$ cat src/rtl/fetch_pkg.sv
// Shared types and constants for the instruction-fetch slice.
package fetch_pkg;

   localparam int unsigned WORD_W = 32;
   localparam logic [WORD_W-1:0] NOP_WORD = 32'h0000_0000;

   // Fetch FSM encoding
   localparam logic [0:0] ST_RUN  = 1'b0;
   localparam logic [0:0] ST_HALT = 1'b1;

endpackage : fetch_pkg

$ cat src/rtl/pc_next_logic.sv
// Combinational next-PC select: increment with wrap, redirect range check.
module pc_next_logic
   import fetch_pkg::*;
#(
   parameter int unsigned MEM_DEPTH = 128
) (
   input  logic [WORD_W-1:0] pc_i,
   input  logic [WORD_W-1:0] br_target_i,
   input  logic              halt_i,
   input  logic              pc_src_i,
   input  logic              stall_i,
   input  logic              zero_hit_i,
   output logic [WORD_W-1:0] pc_inc_c,
   output logic              br_ok_c,
   output logic [WORD_W-1:0] pc_next_c
);

   localparam logic [WORD_W-1:0] LAST_ADDR = WORD_W'(MEM_DEPTH - 1);
   localparam logic [WORD_W-1:0] DEPTH_W   = WORD_W'(MEM_DEPTH);

   assign pc_inc_c = (pc_i >= LAST_ADDR) ? '0 : pc_i + WORD_W'(1);
   assign br_ok_c  = (br_target_i < DEPTH_W);

   // In-range redirect wins everywhere; otherwise advance only on an ordinary RUN fetch
   always_comb begin
      pc_next_c = pc_i;
      if (pc_src_i && br_ok_c) begin
         pc_next_c = br_target_i;
      end else if (!halt_i && !pc_src_i && !stall_i && !zero_hit_i) begin
         pc_next_c = pc_inc_c;
      end
   end

endmodule : pc_next_logic

$ cat src/rtl/fetch_unit.sv
// IF stage: owns the PC, drives instruction-memory address, fills the IF/ID register.
module fetch_unit
   import fetch_pkg::*;
#(
   parameter int unsigned MEM_DEPTH    = 128,
   parameter int unsigned RESET_PC     = 0,
   parameter bit          HALT_ON_ZERO = 1'b1
) (
   input  logic              clk,
   input  logic              rst,
   output logic [WORD_W-1:0] mem_addr,
   input  logic [WORD_W-1:0] mem_data,
   input  logic              stall,
   input  logic              pc_src,
   input  logic [WORD_W-1:0] br_target,
   output logic [WORD_W-1:0] if_id_instr,
   output logic [WORD_W-1:0] if_id_npc,
   output logic              if_id_valid,
   output logic              halted,
   output logic              fetch_err,
   output logic [WORD_W-1:0] fetch_count
);

   localparam logic [WORD_W-1:0] RESET_PC_W = WORD_W'(RESET_PC);

   logic [0:0]        state_q, state_d;
   logic [WORD_W-1:0] pc_q, pc_d;
   logic [WORD_W-1:0] instr_q, instr_d;
   logic [WORD_W-1:0] npc_q, npc_d;
   logic              valid_q, valid_d;
   logic              halted_q, halted_d;
   logic              err_q, err_d;
   logic [WORD_W-1:0] count_q, count_d;

   logic [WORD_W-1:0] pc_inc_c;
   logic              br_ok_c;
   logic              zero_hit_c;

   assign zero_hit_c = HALT_ON_ZERO && (mem_data == NOP_WORD);

   pc_next_logic #(
      .MEM_DEPTH (MEM_DEPTH)
   ) u_pc_next (
      .pc_i        (pc_q),
      .br_target_i (br_target),
      .halt_i      (state_q == ST_HALT),
      .pc_src_i    (pc_src),
      .stall_i     (stall),
      .zero_hit_i  (zero_hit_c),
      .pc_inc_c    (pc_inc_c),
      .br_ok_c     (br_ok_c),
      .pc_next_c   (pc_d)
   );

   // Next-state and IF/ID update; priority redirect > bad redirect > stall > zero word > fetch
   always_comb begin
      state_d  = state_q;
      instr_d  = instr_q;
      npc_d    = npc_q;
      valid_d  = valid_q;
      halted_d = halted_q;
      err_d    = err_q;
      count_d  = count_q;

      if (state_q == ST_HALT) begin
         valid_d = 1'b0;
         if (pc_src) begin
            if (br_ok_c) begin
               halted_d = 1'b0;
               state_d  = ST_RUN;
            end else begin
               err_d = 1'b1;
            end
         end
      end else begin
         if (pc_src) begin
            valid_d = 1'b0;
            if (!br_ok_c) begin
               err_d    = 1'b1;
               halted_d = 1'b1;
               state_d  = ST_HALT;
            end
         end else if (!stall) begin
            if (zero_hit_c) begin
               valid_d  = 1'b0;
               halted_d = 1'b1;
               state_d  = ST_HALT;
            end else begin
               instr_d = mem_data;
               npc_d   = pc_inc_c;
               valid_d = 1'b1;
               if (count_q != '1) begin
                  count_d = count_q + WORD_W'(1);
               end
            end
         end
      end
   end

   always_ff @(posedge clk or negedge rst) begin
      if (!rst) begin
         state_q <= ST_RUN;
      end else begin
         state_q <= state_d;
      end
   end

   always_ff @(posedge clk or negedge rst) begin
      if (!rst) begin
         pc_q     <= RESET_PC_W;
         instr_q  <= '0;
         npc_q    <= '0;
         valid_q  <= 1'b0;
         halted_q <= 1'b0;
         err_q    <= 1'b0;
         count_q  <= '0;
      end else begin
         pc_q     <= pc_d;
         instr_q  <= instr_d;
         npc_q    <= npc_d;
         valid_q  <= valid_d;
         halted_q <= halted_d;
         err_q    <= err_d;
         count_q  <= count_d;
      end
   end

   assign mem_addr    = pc_q;
   assign if_id_instr = instr_q;
   assign if_id_npc   = npc_q;
   assign if_id_valid = valid_q;
   assign halted      = halted_q;
   assign fetch_err   = err_q;
   assign fetch_count = count_q;

endmodule : fetch_unit

$ cat config.mk
export PLATFORM = sky130hd
export DESIGN_NAME = fetch_unit
export DESIGN_NICKNAME = d
export VERILOG_FILES = /design/src/rtl/fetch_pkg.sv /design/src/rtl/pc_next_logic.sv /design/src/rtl/fetch_unit.sv
export SDC_FILE = /design/constraint.sdc
export NUM_CORES = 1
export LEC_CHECK = 0
export BUFFER_PORTS_ARGS = -buffer_cell sky130_fd_sc_hd__buf_2
export CAP_MARGIN = 10
export CORE_MARGIN = 4
export CORE_UTILIZATION = 50
export CTS_BUF_LIST = sky130_fd_sc_hd__clkbuf_16
export DETAILED_ROUTE_END_ITERATION = 8
export HOLD_SLACK_MARGIN = 0.12
export PLACE_DENSITY_LB_ADDON = 0.05
export SETUP_SLACK_MARGIN = 0.5
export SLEW_MARGIN = 0
export SYNTH_ARGS = -nofsm -noshare
export SYNTH_HDL_FRONTEND = slang
export SYNTH_SLANG_ARGS = --single-unit
$ cat constraint.sdc
create_clock -name clk -period 6 [get_ports clk]
set_input_delay 0.9 -clock clk [delete_from_list [all_inputs] [get_ports clk]]
set_output_delay 0.9 -clock clk [all_outputs]
set_load 0.1 [all_outputs]
### Yosys cells after proc, flatten, opt, wreduce, memory -nomap -nowiden

Cells that the tools add are included.

* output and inout bits: 131
* bits in registers: 132

* bitwise gates (word level): 5
* magnitude comparators: 2
* $add $sub $neg: 2
* muxes and demuxes: 20
* reduce and logical (&&, ||, !) cells: 15
* equal/unequal tests: 6

Operators with widths (count)
* $mux W32: 3
* $add A32 B1 Y32 const B: 2
* $ge A32 B7 Y1 const B: 1
* $logic_not A32 Y1: 1
* $lt A32 B8 Y1 const B: 1
* $ne A32 B32 Y1 const B: 1
* $mux W1: 17
* $reduce_and A5 Y1: 2
* $not A1 Y1: 5
* $logic_and A1 B1 Y1: 4
* $logic_not A1 Y1: 4
* $ne A2 B1 Y1 const B: 2
* $reduce_and A4 Y1: 1
* $reduce_bool A2 Y1: 2
* $ne A3 B1 Y1 const B: 1
* $ne A3 B3 Y1 const B: 1
* $ne A2 B2 Y1 const B: 1
* $reduce_and A2 Y1: 1

### Longest topological paths before layout

Gate-level depths: netlist of the first run.

* depth after elaboration: 6
* mapped depth: 9

### Cells and area by module

A second synthesis of the first run with hierarchy kept.

* cell total of the unflattened synthesis: 630
* area, all modules: 6024.5 um2

Modules (own cells, without submodules)
* fetch_unit: instances 1, area an instance 5081.1 um2, seq. area each 3303.2 um2, cells an instance 485
* pc_next_logic: instances 1, area an instance 943.4 um2, seq. area each 0.0 um2, cells an instance 145

### Worst setup path after synthesis of the first run

Ideal clock, no wire load.

* path kind: input-to-reg
* start: in mem_data[16]
* end: reg instr_q[24] (netlist: if_id_instr[24])
* setup slack: 3.265 ns
* setup time: 0.126 ns
* required time: 5.874 ns
* data arrival time: 2.610 ns
* cell stages on the path: 8
* cell sequence: nor4_1 > nand2_1 > or4_1 > buf_2 > nand2_1 > buf_4 > buf_6 > mux2_2

* word-level cells in the longest chain between the ends: 3

Ends and longest elaborated chain
* start, declared: RTL line fetch_unit.sv:12 `input logic [WORD_W-1:0] mem_data,`
* $logic_not A32 Y1: RTL line fetch_unit.sv:39 `assign zero_hit_c = HALT_ON_ZERO && (mem_data == NOP_WORD);`
* $not A1 Y1 (no source line)
* $reduce_and A4 Y1 (no source line)
* end signal, assigned: RTL line fetch_unit.sv:119 `instr_q <= instr_d;`
* end, declared: RTL line fetch_unit.sv:28 `logic [WORD_W-1:0] instr_q, instr_d;`

Every way passes these cells.
A chain may end at the register's enable or synchronous reset.

### Worst setup path after layout of the first run

* start: in mem_data[16]
* end: reg instr_q[11] (netlist: if_id_instr[11])

The elaborated chain is that of the path after synthesis.

==> impl_metrics.toml, run 1 <==
[timing]
report.final.slew_viol_count = 0
finalSetupViolCount = 0
fin_tns_setup_ns = 0
fin_hold_ws_ns = 0.477
relSlewSlack_pct = 22.0
final-hold-violation-count = 0
worst_slew_pin_slew_ns = 1.17
layout_min_cycle_time_ns = 3.31
finClkSkew_ns = 0.00861
period_share_pct = 55.2
rsz0062_at_grt = "false"
max_clock_freq_mhz = 302

[place]
dp.final_hpwl_microns = 9940
gp_congestion = 0.800
io_buffers = 198

[critical_path]
crit_type = "input port to flop"
crit_arrival_ns = 3.60
r2r-start = "state_q"
worstPathMaxFanout = 34
startpoint = "mem_data[16]"
required_ns = 6.29
r2r_end = "mem_addr[4]"
path_cells = "buf_2 > nor4_1 > nand2_1 > or4_1 > nand2_2 > buf_4 > mux2_2"
end_kind = "flop"
rrSetupSlack_ns = 3.48
slowest_stage = "or4_1"
reg2reg_depth = 4
cp_slowest_stage_delay_ns = 0.75
startpoint_type = "input port"

[floorplan]
rows = 37
coreArea_sq_um = 10500
dieArea_sq_um = 12700
die_w_microns = 113
chipHeight_microns = 113
initial_core_util_pct = 52.0
ios = 199

[yosys]
synth_top_area_cell = "dfrtp_1"
ys_ff_latch = 132
synth_fp_nets = 530
syn_avg_cell_area_sq_um = 11.9
synth.top_cells.by_area = "dfrtp_1, mux2_2, and2_1"
ys_types = 49
synth_top_area_share_pct = 60.4
synthCells = 460
netlist_area_sq_um = 5470
yosysWarnings = 0
ys_seq_area_share_pct = 60.4

[clock_tree]
numCtsBuffers = 17
clk_pin_slew_ns = 0.05
cts_max_path_buffers = 2
root_buffer = "clkbuf_16"
clock_latency_ns = 0.41
cts_hold_buf = 0
post_cts_buffers = 0
clock_sinks = 132
cts_tree = "done"
cts.repair.resized = 0
htreeDepth = 4

[power_and_ir_drop]
leakagePower_nw = 3.82
vdd_ir_drop_max_mv = 0.167
power_density_nw_per_um2 = 305
p_total_w = 0.00217

[min_path]
hold_depth = 2
min-delay-start = "if_id_npc[2]"
min_path_type = "flop to flop"
whs_endpoint = "if_id_npc[2]"

[route]
wl_per_cell_microns = 16.8
via_per_inst = 5.29
dr_total_vias = 4298
drt_iter0_markers = 175
drt_wl_total_microns = 13700
ant_nets = 0
dr.pass1.iters = 4
route.detailed.drc = 0

[job]
cap_violations = 0

[status]
status = "finished clean"

[global_routing]
met1_usage_pct = 28.1
antenna_found_initial = 1
grt_overflow_total = 0
grt.total_usage_pct = 21.7
grt_busiest_layer = "met2"
grt_pass1_vias = 4410
groute.layer.met2.usage_pct = 34.4
grt_pass1_wl_microns = 22200
globalRouteMet3Util_pct = 6.68
grt_max_degree = 76

[cells_and_area]
layout-drive-gt1-share_pct = 40.2
syn_to_final_growth_pct = 30.5
fin_nets = 733
cells in the final DEF, fill, tap and decap left out, drive strengths merged, types with 12 or more instances in the layout:
master	netlist	routed
buf	8	201
dfrtp	132	132
and2	49	49
nand2	41	41
mux2	35	35
nor4	28	28
nand3	20	20
nor2	17	17
xnor2	17	17
clkbuf	9	17
xor2	14	14
nand4	13	13
nor3	13	13
inv	11	12
worst max-delay path, delay by kind of cell:
family / cells / cell delay, ns
muxes: 1 / 0.39
buffers and inverters: 2 / 0.58
and+or+nand+nor: 4 / 1.72
stage by stage:
step	setup WS, ns	cells	cell area, sq um	utilization, %
3_5_place_dp	2.23	780	6560	62.4
4_1_cts	2.68	812	7130	67.9
3_3_place_gp	2.30	780	6560	62.4
5_1_grt	2.54	813	7130	67.9
2_1_floorplan	3.26	460	5470	-
6_report	2.69	813	7130	67.9
power by group:
| group | internal [W] | switching, W | total [W] |
|---|---|---|---|
| sequential | 0.000913 | 0.0000137 | 0.000927 |
| combinational | 0.0000477 | 0.000216 | 0.000263 |
| clock | 0.000604 | 0.000378 | 0.000982 |
metal layers:
layer	vias to the layer above	routed length, microns	share of wire, %
li1	2015	-	-
met1	2092	5970	44
met2	170	6400	47
met3	21	1070	7.8
met4	0	233	1.7
met5	-	0	0
sequential cells by signal (all words and copies together), names as in the netlist:
register,cells
fetch_count,32
fetch_err,1
halted,1
if_id_instr,32
if_id_npc,32
if_id_valid,1
mem_addr,32
state_q,1
how the worst max path moves through the flow:
stage | cells after the start | to
floorplan | 8 | if_id_instr[24]
finish | 7 | if_id_instr[11]
global placement | 7 | if_id_instr[24]
global route | 7 | if_id_instr[11]
CTS | 7 | if_id_instr[11]
detailed placement | 7 | if_id_instr[19]
cell type report:
type / count / area (sq um)
Fill cell: 837 / 3380
Tap cell: 136 / 170
Clock buffer: 17 / 425
Clock inverter: 15 / 143
Antenna cell: 1 / 2.50
Multi-Input combinational cell: 300 / 2030
Sequential cell: 132 / 3300
Timing Repair Buffer: 201 / 1020
Inverter: 11 / 41.3
cells in the mapped netlist, drive strengths merged:
library cell    n
dfrtp         132
and2           49
nand2          41
mux2           35
nor4           28
nand3          20
nor2           17
xnor2          17
xor2           14
nand4          13
nor3           13
inv            11
o21ai          10
and3            9
clkbuf          9
buf             8
a21oi           4
and4            3
or3             3
a21o            2
ha              2
mux2i           2
o21bai          2
a211oi          1
a21boi          1
a221o           1
a22o            1
a22oi           1
a31oi           1
a32o            1
maj3            1
nand2b          1
nor2b           1
o21ba           1
o311ai          1
o31ai           1
or2             1
or4             1
or4b            1
kinds of logic after synthesis:
family	count (synthesis)	share of synthesized area, %
buf+inv	28	2.47
xor+xnor	31	4.97
compound gates	28	3.43
fa+ha+maj	3	0.641
flops	132	60.4
mux	37	7.57
simple gates	201	20.5
No activity file was read; power rests on OpenSTA's default activity.
==> inputs of run 2 (changes only) <==
- ABC_AREA: unset -> 1
- clock period: 6 -> 3.1 ns (I/O delays scaled with it)
==> impl_metrics.toml, run 2 <==
[clock_tree]
root_buffer = "clkbuf_16"
clock_latency_ns = 0.42
clk_pin_slew_ns = 0.06
clock_sinks = 132
post_cts_buffers = 0
cts_tree = "done"
cts_max_path_buffers = 2
numCtsBuffers = 17
htreeDepth = 4

[floorplan]
die_w_microns = 119
chipHeight_microns = 119
initial_core_util_pct = 51.2
rows = 40
coreArea_sq_um = 12100
dieArea_sq_um = 14200
ios = 199

[route]
drt_wl_total_microns = 16500
via_per_inst = 4.81
dr.pass1.iters = 5
route.detailed.drc = 0
drt_iter0_markers = 383
dr_total_vias = 5662
wl_per_cell_microns = 14.0
ant_nets = 0

[yosys]
synth_xor_area_share_pct = 2.84
ys_ff_latch = 132
synthSimpleGateAreaFrac_pct = 35.6
ys_types = 24
synthTopCellsByCount = "nand2_1, nor2_1, dfrtp_1, inv_1, nand3_1"
synth_fp_nets = 866
synth_compound_gate_area_share_pct = 0.852
yosysMostFrequentCell = "nand2_1"
synth-edff-count = 0
netlist_area_sq_um = 6170
syn_avg_cell_area_sq_um = 7.75
synth-async-reset-ratio_pct = 100
synthAdderAreaFrac_pct = 0.406
ys_seq_area_share_pct = 53.5
synth_top_area_share_pct = 53.5
synth_top_area_cell = "dfrtp_1"
yosysWarnings = 0
ys.flop_type = "dfrtp_1"
synth.top_cells.by_area = "dfrtp_1, nand2_1, nor2_1"
synthMuxAreaShare_pct = 0
synthCells = 796
synth_top_family_by_area = "simple AND/OR/NAND/NOR gates"

[timing]
rsz0062_at_grt = "false"
final-hold-violation-count = 0
finalSetupViolCount = 0
layout_min_cycle_time_ns = 2.18
worst_slew_pin_slew_ns = 0.620
finClkSkew_ns = 0.00652
max_clock_freq_mhz = 458
fin_tns_setup_ns = 0
relSlewSlack_pct = 58.5
report.final.slew_viol_count = 0
period_share_pct = 70.4

[global_routing]
grt_overflow_total = 0
grt_max_degree = 72
grt.total_usage_pct = 24.3
antenna_found_initial = 0
grt_pass1_wl_microns = 27400
grt_pass1_vias = 5567

[cells_and_area]
final_common_cell = "nand2_1"
num_antenna_cells = 0
design_area_sq_um = 7930
fin_nets = 1067
syn_to_final_growth_pct = 28.6
layout-drive-gt1-share_pct = 23.9
final_util_pct = 65.8
mostFrequentLayoutCells = "nand2_1, buf_2, nor2_1"
final_cell_count_no_fill = 1177

[place]
io_buffers = 198
dp_cells = 1145
dp.final_hpwl_microns = 12100
gp_congestion = 0.913
dpl_cell_area_sq_um = 7340

[critical_path]
crit_arrival_ns = 2.47
required_ns = 3.39
startpoint_type = "flop"
crit_type = "flop to flop"
worstPathMaxFanout = 36
end_kind = "flop"

[job]
cap_violations = 0

[power_and_ir_drop]
leakagePower_nw = 4.47
power_density_nw_per_um2 = 550
vdd_ir_drop_max_mv = 0.341

[min_path]
min_path_type = "input port to flop"

[status]
status = "finished clean"
run 2: cell types whose count changed in the layout (fill, tap and decap cells not counted), moves of 25 or more:
cell,delta
nand2_1,+259
nor2_1,+122
inv_1,+64
and2_1,-49
nand3_1,+42
mux2_2,-32
nor4_1,-25
run 2: per-layer routing:
metal	routed length, microns	track usage, %
met4	364	8.76
met3	1220	7.74
met2	7820	39.6
met1	7040	30.6
met5	0	0
run 2: area by class of cell:
type,count,area (sq um)
timing repair buffer,205,1080
clock inverter,14,161
tap,168,210
sequential,132,3300
fill,1116,4130
inverter,77,289
multi-input combinational,564,2470
clock buffer,17,425
run 2: kinds of logic after synthesis:
logic type / Yosys count
buf+inv: 100
xor+xnor: 20
compound gates: 10
flops: 132
fa+ha+maj: 2
simple gates: 532
run 2: worst paths after layout:
check                               start              end  slack, ns  depth (start not counted)
setup / recovery           fetch_count[0]  fetch_count[16]       0.92                          8
hold / removal                mem_data[3]   if_id_instr[3]       0.25                          3
setup reg to reg           fetch_count[0]  fetch_count[16]       0.92                          8
hold reg to reg            if_id_instr[2]   if_id_instr[2]       0.47                          2
max in group asynchronous             rst     if_id_npc[0]       1.75                          3
min in group asynchronous             rst    if_id_npc[13]       0.59                          2
run 2: stage by stage:
step / setup slack, ns / total power, W / hold slack (ns)
after floorplan: 0.653 / 0.00223 / 0.169
final: 0.917 / 0.00436 / 0.252
after global routing: 0.706 / 0.00451 / 0.247
after CTS: 0.868 / 0.00440 / 0.234
after detailed placement: 0.857 / 0.00239 / 0.457
after global placement: 0.888 / 0.00239 / 0.458
run 2: what timing repair did:
item,4_1_cts,5_1_grt
endpoints found under the hold margin,61,0
hold buffers,1,0
gates resized for setup,0,0
run 2: critical path, stage by stage, from the launching register on:
cell     delay (ns)
dfrtp_1        0.45
ha_1           0.32
inv_2          0.08
nor2_4         0.18
nand2_2        0.11
nor2_4         0.16
nand4_4        0.24
nand2_4        0.37
o21ai_0        0.13
run 2: report_power, final:
part	switching (W)	total (W)	internal [W]
Clock	0.000752	0.00200	0.00125
Combinational	0.000472	0.000564	0.0000913
Sequential	0.0000249	0.00180	0.00177
==> inputs of run 3 (changes only) <==
- clock period: 3.1 -> 2.1 ns (I/O delays scaled with it)
==> impl_metrics.toml, run 3 (same netlist as run 2, synthesis figures left out) <==
[min_path]
hold_depth = 3
whs_endpoint = "mem_addr[0]"
min-delay-start = "br_target[0]"
min_path_type = "input port to flop"

[critical_path]
reg2reg_depth = 10
crit_arrival_ns = 2.00
r2r-start = "fetch_count[1]"
worstPathMaxFanout = 7
crit_type = "flop to flop"
startpoint_type = "flop"
r2r_end = "fetch_count[14]"
path_cells = "ha_4 > inv_4 > nor2_4 > nand2_2 > nor2_4 > nand4_4 > buf_12 > buf_12 > nand3_2 > nand2_1"
end_kind = "flop"
required_ns = 2.40
rrSetupSlack_ns = 0.41
slowest_stage = "dfrtp_4"
cp_slowest_stage_delay_ns = 0.43

[clock_tree]
clk_pin_slew_ns = 0.06
cts_max_path_buffers = 2
htreeDepth = 4
clock_sinks = 132
clock_latency_ns = 0.43
numCtsBuffers = 17
cts_tree = "done"
root_buffer = "clkbuf_16"

[timing]
rsz0062_at_grt = "true"
final-hold-violation-count = 0
period_share_pct = 80.7
finClkSkew_ns = 0.0193
finalSetupViolCount = 0
layout_min_cycle_time_ns = 1.69
relSlewSlack_pct = 65.5
max_clock_freq_mhz = 590
report.final.slew_viol_count = 0
worst_slew_pin_slew_ns = 0.521

[place]
gp_congestion = 0.878
dp_cells = 1156
dp.final_hpwl_microns = 12000
dpl_cell_area_sq_um = 7560
io_buffers = 198

[cells_and_area]
layout-drive-gt1-share_pct = 35.2
design_area_sq_um = 9090
fin_nets = 1130
final_cell_count_no_fill = 1241
final_common_cell = "nand2_1"
multiInputGateArea_sq_um = 2780
fill_cells = 903
mostFrequentLayoutCells = "nand2_1, buf_2, nor2_1"
syn_to_final_growth_pct = 47.3
ff_latch_area_sq_um = 3400
num_antenna_cells = 0

[floorplan]
initial_core_util_pct = 51.2
rows = 40
chipHeight_microns = 119
ios = 199
coreArea_sq_um = 12100
die_w_microns = 119
dieArea_sq_um = 14200

[power_and_ir_drop]
leakagePower_nw = 4.76
power_density_nw_per_um2 = 714
p_total_w = 0.00649
vdd_ir_drop_max_mv = 0.564

[global_routing]
antenna_found_initial = 0
grt_overflow_total = 0
grt.total_usage_pct = 25.5
grt_max_degree = 49
grt_pass1_vias = 6012
grt_pass1_wl_microns = 29000

[route]
drt_wl_total_microns = 18200
wl_per_cell_microns = 14.6
route.detailed.drc = 0
dr.pass1.iters = 8
ant_nets = 0
via_per_inst = 4.96
drt_iter0_markers = 409
dr_total_vias = 6157

[status]
status = "finished clean"

[job]
cap_violations = 0
==> run 3: cell count changes in the layout (fill, tap and decap cells not counted), sizes merged, moves of 2 or more <==
cell         delta
inv             +2
clkinv          -2
dlygate4sd3    +24
clkbuf         +17
nand2           +3
buf            +18
==> run 3: worst max-delay path: cells and delay by family, from the launching register on <==
kind | cells | cell delay (ns)
DFF | 1 | 0.43
buffers and inverters | 3 | 0.37
and+or+nand+nor | 6 | 0.59
adders and majority gates | 1 | 0.16
==> run 3: metrics by stage <==
| step | setup TNS, ns | hold WS, ns | util, % | setup slack [ns] |
|---|---|---|---|---|
| after global routing | 0 | 0.127 | 75.3 | 0.328 |
| final | 0 | 0.123 | 75.3 | 0.405 |
| after detailed placement | -1.09 | 0.265 | 62.6 | -0.0957 |
| after CTS | 0 | 0.121 | 72.3 | 0.472 |
| after global placement | -0.0470 | 0.260 | 62.6 | -0.0470 |
| after floorplan | 0 | 0.0194 | - | 0.271 |
==> run 3: where the power goes <==
group	internal, W	switching [W]
registers	0.00262	0.0000370
clock network	0.00185	0.00112
logic	0.000169	0.000701
total	0.00464	0.00185
==> run 3: what timing repair did <==
item,4_1_cts,5_1_grt
hold buffers,25,0
setup endpoints to repair,120,117
gates resized for setup,47,63
cloned,3,4
endpoints found under the hold margin,66,0
pin swaps,13,42
buffers inserted,14,7
==> run 3: how the worst max path moves through the flow <==
stage                   startpoint              end  slack, ns  cells after the start
floorplan           fetch_count[0]  fetch_count[25]       0.27                     10
global placement      mem_data[15]  fetch_count[24]      -0.05                     11
detailed placement     mem_data[3]  fetch_count[24]       -0.1                     11
CTS                 fetch_count[1]  fetch_count[27]       0.47                     10
global route        fetch_count[1]  fetch_count[27]       0.33                     10
finish              fetch_count[1]  fetch_count[14]       0.41                     10
==> run 3: per-layer routing <==
layer,part of all wire [%],global-route usage (%)
met1,40,32.4
met2,49,41.3
met3,7.5,6.98
met4,3.8,10.8
met5,0,0
==> run 3: final cells by class <==
class | instances | share of cell area [%]
well taps | 168 | 2.31
multi-input cells | 568 | 30.5
clock inverters | 15 | 1.84
flip-flops and latches | 132 | 37.4
clock buffers | 17 | 4.68
repair buffers | 264 | 20.0
inverters | 77 | 3.21
